[src/rtl/keyboard_event_queue.sv]
// keyboard_event_queue: debounces a raw key bus on a divided sample tick and queues change/auto-repeat events in a FIFO.
module keyboard_event_queue #(
   parameter int WIDTH        = 8,
   parameter int CLOCKDIVISOR = 1000,
   parameter int STEADYTICKS  = 8,
   parameter int DEPTH        = 4,
   parameter int REPEATENABLE = 1,
   parameter int REPEATDELAY  = 50,
   parameter int REPEATPERIOD = 10
) (
   input  logic                     clk,
   input  logic                     RST,
   input  logic [WIDTH-1:0]         keyValues,
   input  logic                     eventReady,
   input  logic                     clearOverflow,
   output logic [WIDTH-1:0]         eventData,
   output logic                     eventRepeat,
   output logic                     eventValid,
   output logic [$clog2(DEPTH):0]   eventCount,
   output logic [WIDTH-1:0]         savedByte,
   output logic                     overflow
);
   localparam int DW = $clog2(CLOCKDIVISOR);
   localparam int AW = $clog2(DEPTH);
   localparam int RW = $clog2((REPEATDELAY > REPEATPERIOD ? REPEATDELAY : REPEATPERIOD) + 1);

   logic [DW-1:0]    div_q, div_d;
   logic [WIDTH-1:0] testing_q, testing_d, saved_q, saved_d;
   logic [7:0]       steady_q, steady_d;
   logic [RW-1:0]    rep_q, rep_d, rep_inc, rep_target;
   logic             period_q, period_d;
   logic [WIDTH-1:0] data_q [DEPTH];
   logic [DEPTH-1:0] rpt_q;
   logic [AW-1:0]    wr_q, rd_q;
   logic [AW:0]      cnt_q;
   logic             ovf_q;
   logic             tick, match, restart, change, active, push_rpt, push, pop, full, accept;

   always_comb begin
      tick       = div_q == DW'(CLOCKDIVISOR - 1);
      div_d      = tick ? '0 : div_q + 1'b1;
      match      = keyValues == testing_q;
      change     = tick && match && steady_q == 8'(STEADYTICKS - 1) && testing_q != saved_q;
      active     = REPEATENABLE != 0 && saved_q != '0 && steady_q == 8'(STEADYTICKS);
      rep_inc    = rep_q + 1'b1;
      // after the first repeat the schedule switches from the initial delay to the period
      rep_target = period_q ? RW'(REPEATPERIOD) : RW'(REPEATDELAY);
      push_rpt   = tick && match && active && rep_inc == rep_target;
      push       = change || push_rpt;
      restart    = !match || change;
      testing_d  = tick && !match ? keyValues : testing_q;
      steady_d   = !tick ? steady_q : !match ? '0 : steady_q == 8'(STEADYTICKS) ? steady_q : steady_q + 1'b1;
      saved_d    = change ? testing_q : saved_q;
      rep_d      = !tick ? rep_q : (restart || push_rpt) ? '0 : active ? rep_inc : rep_q;
      period_d   = !tick ? period_q : restart ? 1'b0 : push_rpt ? 1'b1 : period_q;
      full       = cnt_q == (AW+1)'(DEPTH);
      pop        = cnt_q != '0 && eventReady;
      accept     = push && (!full || pop);
   end

   always_ff @(posedge clk) begin
      if (RST) begin
         div_q     <= '0;
         testing_q <= '0;
         steady_q  <= '0;
         saved_q   <= '0;
         rep_q     <= '0;
         period_q  <= 1'b0;
         wr_q      <= '0;
         rd_q      <= '0;
         cnt_q     <= '0;
         ovf_q     <= 1'b0;
      end else begin
         div_q     <= div_d;
         testing_q <= testing_d;
         steady_q  <= steady_d;
         saved_q   <= saved_d;
         rep_q     <= rep_d;
         period_q  <= period_d;
         if (accept) begin
            data_q[wr_q] <= push_rpt ? saved_q : testing_q;
            rpt_q[wr_q]  <= push_rpt;
            wr_q         <= wr_q + 1'b1;
         end
         if (pop) rd_q <= rd_q + 1'b1;
         cnt_q <= cnt_q + (AW+1)'(accept) - (AW+1)'(pop);
         ovf_q <= (push && full && !pop) ? 1'b1 : clearOverflow ? 1'b0 : ovf_q;
      end
   end

   assign eventValid  = cnt_q != '0;
   assign eventData   = eventValid ? data_q[rd_q] : '0;
   assign eventRepeat = eventValid && rpt_q[rd_q];
   assign eventCount  = cnt_q;
   assign savedByte   = saved_q;
   assign overflow    = ovf_q;
endmodule

[config.mk]
export PLATFORM = sky130hd
export DESIGN_NAME = keyboard_event_queue
export DESIGN_NICKNAME = d
export VERILOG_FILES = /design/src/rtl/keyboard_event_queue.sv
export SDC_FILE = /design/constraint.sdc
export NUM_CORES = 1
export LEC_CHECK = 0
export ABC_AREA = 1
export CAP_MARGIN = 20
export CELL_PAD_IN_SITES_DETAIL_PLACEMENT = 0
export CELL_PAD_IN_SITES_GLOBAL_PLACEMENT = 1
export CORE_MARGIN = 3
export CORE_UTILIZATION = 44
export DETAILED_ROUTE_END_ITERATION = 16
export PLACE_DENSITY = 0.87
export SETUP_SLACK_MARGIN = 0.15
export SLEW_MARGIN = 20
export SYNTH_ARGS = -nofsm -noshare
export SYNTH_HDL_FRONTEND = slang
export SYNTH_SLANG_ARGS = --single-unit
export TNS_END_PERCENT = 100
[constraint.sdc]
create_clock -name clk -period 3.86 [get_ports clk]
set_clock_uncertainty 0.2 [all_clocks]
set_input_delay 0.579 -clock clk [delete_from_list [all_inputs] [get_ports clk]]
set_output_delay 0.579 -clock clk [all_outputs]
set_load 0.01 [all_outputs]
==> impl_metrics.csv <==
group,metric,value,unit
status,outcome,"complete, no violations",
worst_setup_path,critPathCaptureType,"register",
clock_network,cts_hold_buf,0,
grt,antenna_found_initial,0,
yosys,syn_area,4230,um^2
yosys,synth_cells,512,
worst_setup_path,crit_arrival,3.23,ns
yosys,synth_cell_types,33,
yosys,postSynthAreaPerCell,8.27,um^2
power,p_leak,0.00188,uW
clock_network,cts_made_buffers,9,
power,power_density,426,nW/um^2
drt,finalWirelength,8450,um
clock_network,cts_root_buf,"clkbuf_8",
floorplanning,start_util,45.6,%
layout,n_fill_cell,896,
sta,relSlewSlack,62.3,%
yosys,synth_seq_area_share,49.6,%
floorplanning,fp.dieH,104,um
drt,drc,0,
sta,min_period,3.14,ns
floorplanning,core-area,9280,um^2
grt,grt_overflow,0,
floorplanning,die_area,10800,um^2
layout,fin_nets,577,
power,p_total,2100,uW
yosys,syn_nets,536,
worst_setup_path,r2r_slack,0.85,ns
clock_network,insertion_delay,0.36,ns
sta,worstMarginPinSlew,0.565,ns
worst_setup_path,critPathKind,"input port to register",
yosys,async_reset_ff_share,0,%
yosys,ys.flop_type,"dfxtp_1",
place,place.gp.congestion,0.804,
layout,stdcell_count,687,
floorplanning,floorplan.rows,35,
sta,finalSetupTns,0,ns
yosys,synth_seq_cells,87,
flow_run,drv_cap,0,
drt,first_pass_iters,4,
drt,num_vias,3293,
clock_network,cts_resized,0,
layout,ff_latch_area,2100,um^2
worst_setup_path,cp.required,3.95,ns
layout,insertedDiodeCount,0,
clock_network,cts_max_level,3,
clock_network,post-cts-setup-buffers,0,
yosys,ys_warn_count,0,
clock_network,numClockSinks,87,
clock_network,clockBufferDepth,2,
sta,period_share,81.4,%
sta,setup_viol,0,
sta,fmax,318,MHz
clock_network,clkTransAtPathRegs,0.09,ns
floorplanning,io_pins,34,
grt,track_usage,16.0,%
drt,ant_nets,0,
sta,hold_viol_final,0,
clock_network,cts_tree,"built",
grt,grt_pass1_vias,3129,
drt,routedWlPerCell,12.3,um
place,io_buffers,33,
drt,via_per_inst,4.79,
sta,holdWs,0.257,ns
hold_path,min_path_type,"register to register",
grt,grt_pass1_wl,14300,um
layout,syn_to_final_growth,16.5,%
worst_setup_path,cp_max_fo,7,
layout,drive_gt1_share,11.5,%
power,ir_worst_vdd,0.199,mV
drt,dr.first_iter.drc_count,158,
layout,multi_input_area,1830,um^2
yosys,synth_edf_count,36,
worst_setup_path,cp-start-kind,"input port",
grt,grt_max_degree,20,
place,dp.cells,671,
sta,grt_setup_unrepaired,"false",
sta,maxSlewViolCount,0,
place,hpwl,6210,um
floorplanning,die_x,104,um
per-stage QoR:
| step | util [%] | setup slack (ns) | area (um^2) |
|---|---|---|---|
| 2_1_floorplan | - | 1.06 | 4230 |
| 3_3_place_gp | 51.1 | 0.427 | 4740 |
| 3_5_place_dp | 51.1 | 0.340 | 4740 |
| 5_1_grt | 53.1 | 0.472 | 4930 |
| 6_report | 53.1 | 0.718 | 4930 |
| 4_1_cts | 53.1 | 0.678 | 4930 |
synth_stat cells, types with 6 or more instances:
library cell | n | area [um^2]
a21oi_1 | 46 | 230
clkbuf_1 | 8 | 30.0
dfxtp_1 | 51 | 1020
edfxtp_1 | 36 | 1080
ha_1 | 11 | 138
inv_1 | 59 | 221
inv_2 | 7 | 26.3
nand2_1 | 75 | 282
nand2_2 | 8 | 50.1
nand3_1 | 20 | 100
nand4_1 | 8 | 50.1
nor2_1 | 84 | 315
nor2_2 | 8 | 50.1
nor3_1 | 6 | 30.0
o21ai_0 | 43 | 215
xnor2_1 | 11 | 96.3
final cells by class:
class,instances,share of cell area [%]
clock buffers,9,2.51
clock inverters,7,1.34
inverters,67,5.15
multi-input cells,347,37.2
flip-flops and latches,87,42.6
well taps,129,3.27
repair buffers,41,7.92
worst max-delay path: stages:
cell,delay [ns]
clkdlybuf4s50_1,0.51
nand2_1,0.06
nand2_1,0.06
nand2_1,0.05
nor2_2,0.21
nand3_4,0.14
nor3_2,0.16
nand3_2,0.16
nand2_2,0.12
nand2_2,0.07
ha_1,0.28
inv_1,0.04
ha_1,0.18
fa_1,0.35
inv_1,0.07
o21ai_0,0.08
a21oi_1,0.12
state kept, by name (all words and copies together), names as in the netlist, named ones only:
signal	count
testing_q	8
rpt_q	4
overflow	1
div_q	10
period_q	1
steady_q	8
rep_q	6
data_q	32
savedByte	8
eventCount	3
rd_q	2
wr_q	2
cells in the final DEF, fill, tap and decap left out, types with 3 or more instances in the layout:
master	n
a21oi_1	46
buf_4	8
clkbuf_8	9
clkdlybuf4s50_1	33
dfxtp_1	51
edfxtp_1	36
ha_1	11
inv_1	59
inv_2	7
nand2_1	75
nand2_2	8
nand3_1	20
nand3_2	4
nand4_1	8
nor2_1	84
nor2_2	8
nor2_4	3
nor3_1	6
nor3b_1	4
o21ai_0	43
xnor2_1	11
power breakdown:
group          internal [uW]  switching [uW]
logic                    246             242
registers                976            43.1
clock network            248             347
total                   1470             632
cell families after synthesis:
| kind of cell | count (synthesis) | share of synthesized area (%) |
|---|---|---|
| simple gates | 228 | 25.5 |
| compound gates | 94 | 11.4 |
| flops | 87 | 49.6 |
| buf+inv | 78 | 7.06 |
| xor+xnor | 13 | 2.69 |
| fa+ha+maj | 12 | 3.72 |
worst paths after layout:
check                    start            end  cells past startpoint
setup / recovery  keyValues[0]  eventCount[2]                     17
hold / removal        div_q[0]       div_q[0]                      1
setup reg to reg   steady_q[0]  eventCount[2]                     16
hold reg to reg       div_q[0]       div_q[0]                      1
routing by layer:
layer	global-route usage, %	up-vias	part of all wire [%]
li1	-	1751	-
met1	19.7	1487	46
met2	28.5	47	49
met3	3.48	8	3.6
met4	4.27	0	0.99
met5	0	-	0
Power figures use the tool's default switching activity.
